## config.mk

```make
export PLATFORM = sky130hd
export DESIGN_NAME = stim_word_loader
export DESIGN_NICKNAME = d
export VERILOG_FILES = /design/src/rtl/stim_pkg.sv /design/src/rtl/stim_fifo2.sv /design/src/rtl/stim_word_loader.sv
export SDC_FILE = /design/constraint.sdc
export NUM_CORES = 1
export LEC_CHECK = 0
export CAP_MARGIN = 25
export CORE_UTILIZATION = 37
export DETAILED_ROUTE_END_ITERATION = 10
export GPL_ROUTABILITY_DRIVEN = 0
export SYNTH_ARGS = -nofsm -noshare
export SYNTH_HDL_FRONTEND = slang
export SYNTH_SLANG_ARGS = --single-unit
```

## constraint.sdc

```tcl
create_clock -name clk -period 3.9 [get_ports clk]
set_clock_uncertainty 0.1 [all_clocks]
set_input_delay 1.17 -clock clk [delete_from_list [all_inputs] [get_ports clk]]
set_output_delay 1.17 -clock clk [all_outputs]
set_load 0.02 [all_outputs]
```

## src/rtl/stim_pkg.sv

```systemverilog
// stim_pkg: default widths and loader FSM state encoding shared by the loader files
package stim_pkg;
    localparam int WORD_W_DEF = 20;
    localparam int NIB_W_DEF  = 4;
    localparam int CNT_W_DEF  = 16;
    localparam int NIBS_DEF   = WORD_W_DEF / NIB_W_DEF;
    typedef enum logic [1:0] {IDLE, FILL, HOLD} state_t;
endpackage

```

## src/rtl/stim_fifo2.sv

```systemverilog
// stim_fifo2: two-entry synchronous word FIFO; head reads as zero when empty
module stim_fifo2 #(
    parameter int W = stim_pkg::WORD_W_DEF
) (
    input  logic         clk,
    input  logic         rst_n,
    input  logic         push,
    input  logic         pop,
    input  logic [W-1:0] din,
    output logic [W-1:0] dout,
    output logic         full,
    output logic         empty
);
    logic [W-1:0] mem [2];
    logic         wr_ptr;
    logic         rd_ptr;
    logic [1:0]   cnt;

    assign full  = cnt == 2'd2;
    assign empty = cnt == 2'd0;
    assign dout  = empty ? '0 : mem[rd_ptr];

    always_ff @(posedge clk or negedge rst_n) begin
        if (!rst_n) begin
            mem[0] <= '0;
            mem[1] <= '0;
            wr_ptr <= 1'b0;
            rd_ptr <= 1'b0;
            cnt    <= 2'd0;
        end else begin
            if (push) begin
                mem[wr_ptr] <= din;
                wr_ptr      <= !wr_ptr;
            end
            if (pop)
                rd_ptr <= !rd_ptr;
            cnt <= cnt + {1'b0, push} - {1'b0, pop};
        end
    end
endmodule

```

## src/rtl/stim_word_loader.sv

```systemverilog
// stim_word_loader: packs an LSB-first nibble stream into words, buffers two of them,
// counts pushed words and pulses err_short when a frame ends mid-word
module stim_word_loader
    import stim_pkg::*;
#(
    parameter int WORD_W = WORD_W_DEF,
    parameter int NIB_W  = NIB_W_DEF,
    parameter int CNT_W  = CNT_W_DEF
) (
    input  logic              clk,
    input  logic              rst_n,
    input  logic              in_valid,
    output logic              in_ready,
    input  logic [NIB_W-1:0]  in_nib,
    input  logic              in_last,
    output logic              out_valid,
    input  logic              out_ready,
    output logic [WORD_W-1:0] out_word,
    output logic [CNT_W-1:0]  word_count,
    output logic              err_short
);
    localparam int NIBS = WORD_W / NIB_W;
    localparam int CW = $clog2(NIBS);
    localparam logic [CW-1:0] LAST_NIB = CW'(NIBS - 1);

    state_t                   state;
    state_t                   state_nx;
    logic [CW-1:0]            nib_cnt;
    logic [WORD_W-NIB_W-1:0]  asm_word;
    logic                     last_nib;
    logic                     accept;
    logic                     push;
    logic                     pop;
    logic                     fifo_full;
    logic                     fifo_empty;

    // in_ready depends only on registered state, so a pop frees the input a cycle later
    assign last_nib  = nib_cnt == LAST_NIB;
    assign in_ready  = !(last_nib && fifo_full);
    assign accept    = in_valid && in_ready;
    assign push      = accept && last_nib;
    assign out_valid = !fifo_empty;
    assign pop       = out_valid && out_ready;

    always_comb begin
        state_nx = state;
        case (state)
            IDLE:    state_nx = accept && !in_last ? FILL : IDLE;
            FILL:    state_nx = last_nib && fifo_full ? HOLD :
                                accept && (last_nib || in_last) ? IDLE : FILL;
            HOLD:    state_nx = fifo_full ? HOLD : FILL;
            default: state_nx = IDLE;
        endcase
    end

    // Lower nibbles shift in from the top so the first nibble ends up at bit 0
    always_ff @(posedge clk or negedge rst_n) begin
        if (!rst_n) begin
            state      <= IDLE;
            nib_cnt    <= '0;
            asm_word   <= '0;
            word_count <= '0;
            err_short  <= 1'b0;
        end else begin
            state     <= state_nx;
            err_short <= accept && in_last && !last_nib;
            if (push)
                word_count <= word_count + 1'b1;
            if (accept) begin
                nib_cnt  <= last_nib || in_last ? '0 : nib_cnt + 1'b1;
                asm_word <= {in_nib, asm_word[WORD_W-NIB_W-1:NIB_W]};
            end
        end
    end

    stim_fifo2 #(.W(WORD_W)) u_fifo (
        .clk   (clk),
        .rst_n (rst_n),
        .push  (push),
        .pop   (pop),
        .din   ({in_nib, asm_word}),
        .dout  (out_word),
        .full  (fifo_full),
        .empty (fifo_empty)
    );
endmodule

```

# Word level (Yosys, flattened, before mapping)
# Cells that the tools add are included.
# op_classes
order_cmp	3
eq_ne	2
n_mul	0
shifts	0
n_bitwise	2
div_mod_pow	0
n_reduce_logical	14
addsub	4
n_mux	8
# ops
cell	count
2-to-1 mux 20 bit	5
bitwise mux 40 bit	1
demux 20 bit (select 1 bit)	1
adder 16 x 1 -> 16 bit (second input constant)	1
logical AND 1 bit	7
logical NOT 1 bit	5
greater-or-equal comparator 2 bit (second input constant)	2
NOT 1 -> 2 bit	2
adder 3 x 1 -> 3 bit (second input constant)	1
equality test 3 bit (second input constant)	1
2-to-1 mux 3 bit	1
adder 2 x 1 -> 2 bit	1
equality test 2 bit (second input constant)	1
logical NOT 2 bit	1
less-than comparator 2 x 1 -> 1 bit (second input constant)	1
subtractor 2 x 1 -> 2 bit	1
logical OR 1 bit	1
# totals
latch_bits	0
mem_bits_rw	0
inputBits	9
register_bits	80
word_cells	42
romBits	0
n_memories	0

# Depth between registers and ports, before layout
# depth
word_depth	7
ltp_mapped	8
mapped_depth_nobuf	7

# Hierarchy
# From an unflattened synthesis, not the netlist that was laid out.
# unflattened
cells_unflattened	263
hier_area_um2	3623.5
# by_module_without_submodules
module	area_per_inst_um2	n_inst	cells_each	seq_area_each_um2
stim_fifo2	2079.5	1	145	1101.1
stim_word_loader	1544.0	1	118	900.9

# Worst setup path after synthesis
# OpenSTA, ideal clock, no wires.
# synth_timing
path_kind	register -> output
from	register u_fifo.rd_ptr
to	output out_word[0]
slack_ps	1542
path_stages_with_launch	5
n_path_buf	2
arrival_ps	1088
required_ps	2630
cell_sequence	dfrtp_1 clkbuf_1 buf_2 mux2i_1 nor2_1
# synth_via
elab_chain_len	5
# synth_rtl
element	line	rtl
from (decl)	stim_fifo2.sv:16	logic rd_ptr;
from (signal assigned)	stim_fifo2.sv:36	rd_ptr <= !rd_ptr;
NOT 1 -> 2 bit (not written as such)	stim_fifo2.sv:21	assign dout = empty ? '0 : mem[rd_ptr];
2-to-1 mux 20 bit (not written as such) (3 in a row)	stim_fifo2.sv:21	
2-to-1 mux 20 bit	stim_fifo2.sv:21	
to (decl)	stim_word_loader.sv:18	output logic [WORD_W-1:0] out_word,
# Every way passes these cells. The select of a mux whose other input is x is not followed.

# Final worst setup path
# layout_timing
from	register u_fifo.rd_ptr
to	output out_word[11]
# Same word-level chain as after synthesis.

==> out/summary.txt <==
status = complete, no violations
number of synthesized register bits = 80
Max Fclk = 301.3 MHz
share of layout cells above drive strength 1 = 25.71%
wirelength, routed = 6.455 mm
Syn Inst Count = 264
vias in the first global route = 2,143
Post-CTS Setup Bufs = 0
max-cap check violation count = 0
crit path cell chain = buf_12 > mux2i_1 > nor2_1 > clkdlybuf4s50_1
hold depth = 1
setup TNS = 0 ns
top post-synthesis cells by area = dfrtp_1, mux2_2, mux2_4
HP Class = register to register
hold slack final = 0.3743 ns
R2R Path End = u_fifo.mem[23]
cell type with the largest total area after synthesis = dfrtp_1
aggregate global-route resource usage = 14.14%
Synth Flop Type = dfrtp_1
Clock Pin Slew Worst Setup and Hold Paths = 0.08 ns
Num Clock Sinks = 80
IO Pins = 48
CTS tree = built
Area Overhead vs Synth = 21.89%
critical path peak fanout = 15
Post-Route Utilization = 47.13%
slowest CP cell = dfrtp_1
worst slack at placement = 0.7922 ns
DRT antenna net count = 0
Critical Path RT = 2.63 ns
CTS buffer count = 9
Die Y = 101.0 µm
vias per cell = 4.692
post-synthesis cell type count = 35
Core ar. = 0.009371 mm²
CP startpoint kind = register
wire length per cell = 14.41 µm
post-route clock period utilization = 85.09%
GRT overflow = 0
diodes inserted = 0
initial antenna violation count = 0
worst reg2reg setup slack = 1.79 ns
final worst-path setup slack = 0.5813 ns
fin nets = 329
P_leak = 2.093 nW
Tmin final = 3.319 ns
DRT iter0 DRCs = 82
Max Root-Sink Buffers = 2
RSZ-0062 raised after global routing = false
Worst setup EP type = output pin
worst path arrival time = 2.05 ns
Post-DP Area = 0.004227 mm²
pin count of the biggest net entering global routing = 81
Final Max Slew Viols = 0
critical path type = register to output pin
worst r2r src = nib_cnt[0]
synthesis warning total = 0
hold_sp = word_count[15]
total power = 2.396 mW
Hold Buf Count CTS = 0
clk_lat worst skew = 0.34 ns
Initial Util = 38.66%
post-cts sizing count = 0
DIE AREA = 0.01019 mm²
1st-pass router iterations = 4
R2R cell count = 7
Port Buffers = 47
Net Count, Synth = 278
EDFF count, synth = 0
drt drc = 0
Async SR Flop Fraction = 100.0%
power density cells = 542.6 mW/mm²
syn avg cell area = 13.73 µm²
hold endpoint = word_count[15]
Die X = 101.0 µm
count leader, synth = dfrtp_1
fin area = 0.004417 mm²
top cells by count, synth = dfrtp_1, mux2_2, nor2_1
Post-DP HPWL = 4.210 mm
pin slew with the least headroom to its limit = 0.5504 ns
final setup vio count = 0
via count = 2,102
CP max stage delay = 0.61 ns
Mapped Area = 0.003623 mm²
dpl cells = 432
post-synth top area share = 55.25%
CTS H-tree depth = 3
Layout Cells excl Fill = 448
peak supply drop = 0.0002068 V
first-pass GRT wire length = 10.92 mm
Hold Fails Final Rpt = 0
worst relative slew slack = 63.18%
row count = 35
Seq/Total Area, Yosys = 55.25%
Clock Tree Root = clkbuf_8
## area by class of cell
| type | instances | area [µm²] |
|---|---|---|
| fillers | 897 | 4955 |
| flip-flops and latches | 80 | 2002 |
| multi-input cells | 165 | 1506 |
| repair buffers | 52 | 558.0 |
| well taps | 129 | 161.4 |
| clock buffers | 10 | 127.6 |
| clock inverters | 5 | 35.03 |
| inverters | 7 | 26.28 |
## state kept, by name (all words and copies together) (netlist names)
register	count
u_fifo.cnt	2
word_count	16
nib_cnt	3
u_fifo.mem	40
u_fifo.wr_ptr	1
asm_word	16
err_short	1
u_fifo.rd_ptr	1
## cell families (layout without fill, tap and decap cells)
| kind of cell | after synthesis | after routing | share of synthesized area, % |
|---|---|---|---|
| AND/OR/NAND/NOR | 59 | 59 | 8.978 |
| adder cells (fa/ha/maj) | 5 | 5 | 1.727 |
| AO/OA/AOI/OAI | 5 | 5 | 0.9670 |
| flip-flops | 80 | 80 | 55.25 |
| buffers and inverters | 19 | 74 | 3.177 |
| XOR/XNOR | 19 | 19 | 4.593 |
| multiplexers | 77 | 77 | 25.31 |
## metal layers
layer  vias to the layer above  share of wire (%)  track usage [%]
met4                         0                1.6            6.689
met1                      1051                 50            19.45
met3                        10                2.4            2.566
li1                       1012                  -                -
met2                        29                 46            21.65
met5                         -                  0                0
## critical path: cells and delay by family (launching register included)
| family | cells | cell delay, ns |
|---|---|---|
| buf+inv | 2 | 0.77 |
| flops | 1 | 0.61 |
| mux | 1 | 0.26 |
| simple gates | 1 | 0.06 |
## how the worst max path moves through the flow
stage | from | endpoint | slack [ns] | depth (start not counted)
after floorplan | u_fifo.rd_ptr | out_word[0] | 1.54 | 4
after global placement | in_valid | u_fifo.mem[21] | 0.82 | 5
after detailed placement | in_valid | u_fifo.mem[23] | 0.79 | 5
after CTS | u_fifo.rd_ptr | out_word[11] | 0.52 | 4
after global routing | u_fifo.rd_ptr | out_word[11] | 0.44 | 4
final | u_fifo.rd_ptr | out_word[11] | 0.58 | 4
## power by group
| part | internal, mW | switching [mW] | total (mW) |
|---|---|---|---|
| Sequential | 0.996 | 0.141 | 1.14 |
| Clock | 0.228 | 0.290 | 0.517 |
| Combinational | 0.414 | 0.329 | 0.743 |
## cells in the final DEF, fill, tap and decap left out, types with 2 or more instances in the layout
master and count:
dfrtp_1 80, clkdlybuf4s50_1 46, mux2_2 34, nor2_1 22, mux2i_1 20, mux2_4 20, xnor2_1 10, xor2_1 9
clkbuf_8 9, inv_1 7, nand2_1 6, nand4_1 6, ha_1 5, and3_1 4, nand3_1 4, mux2_1 3
nor3_1 3, buf_4 3, nor2b_1 2, and4_1 2, o21ai_0 2, clkinv_4 2, clkinv_2 2, buf_16 2
No activity file was read; power rests on OpenSTA's default activity.
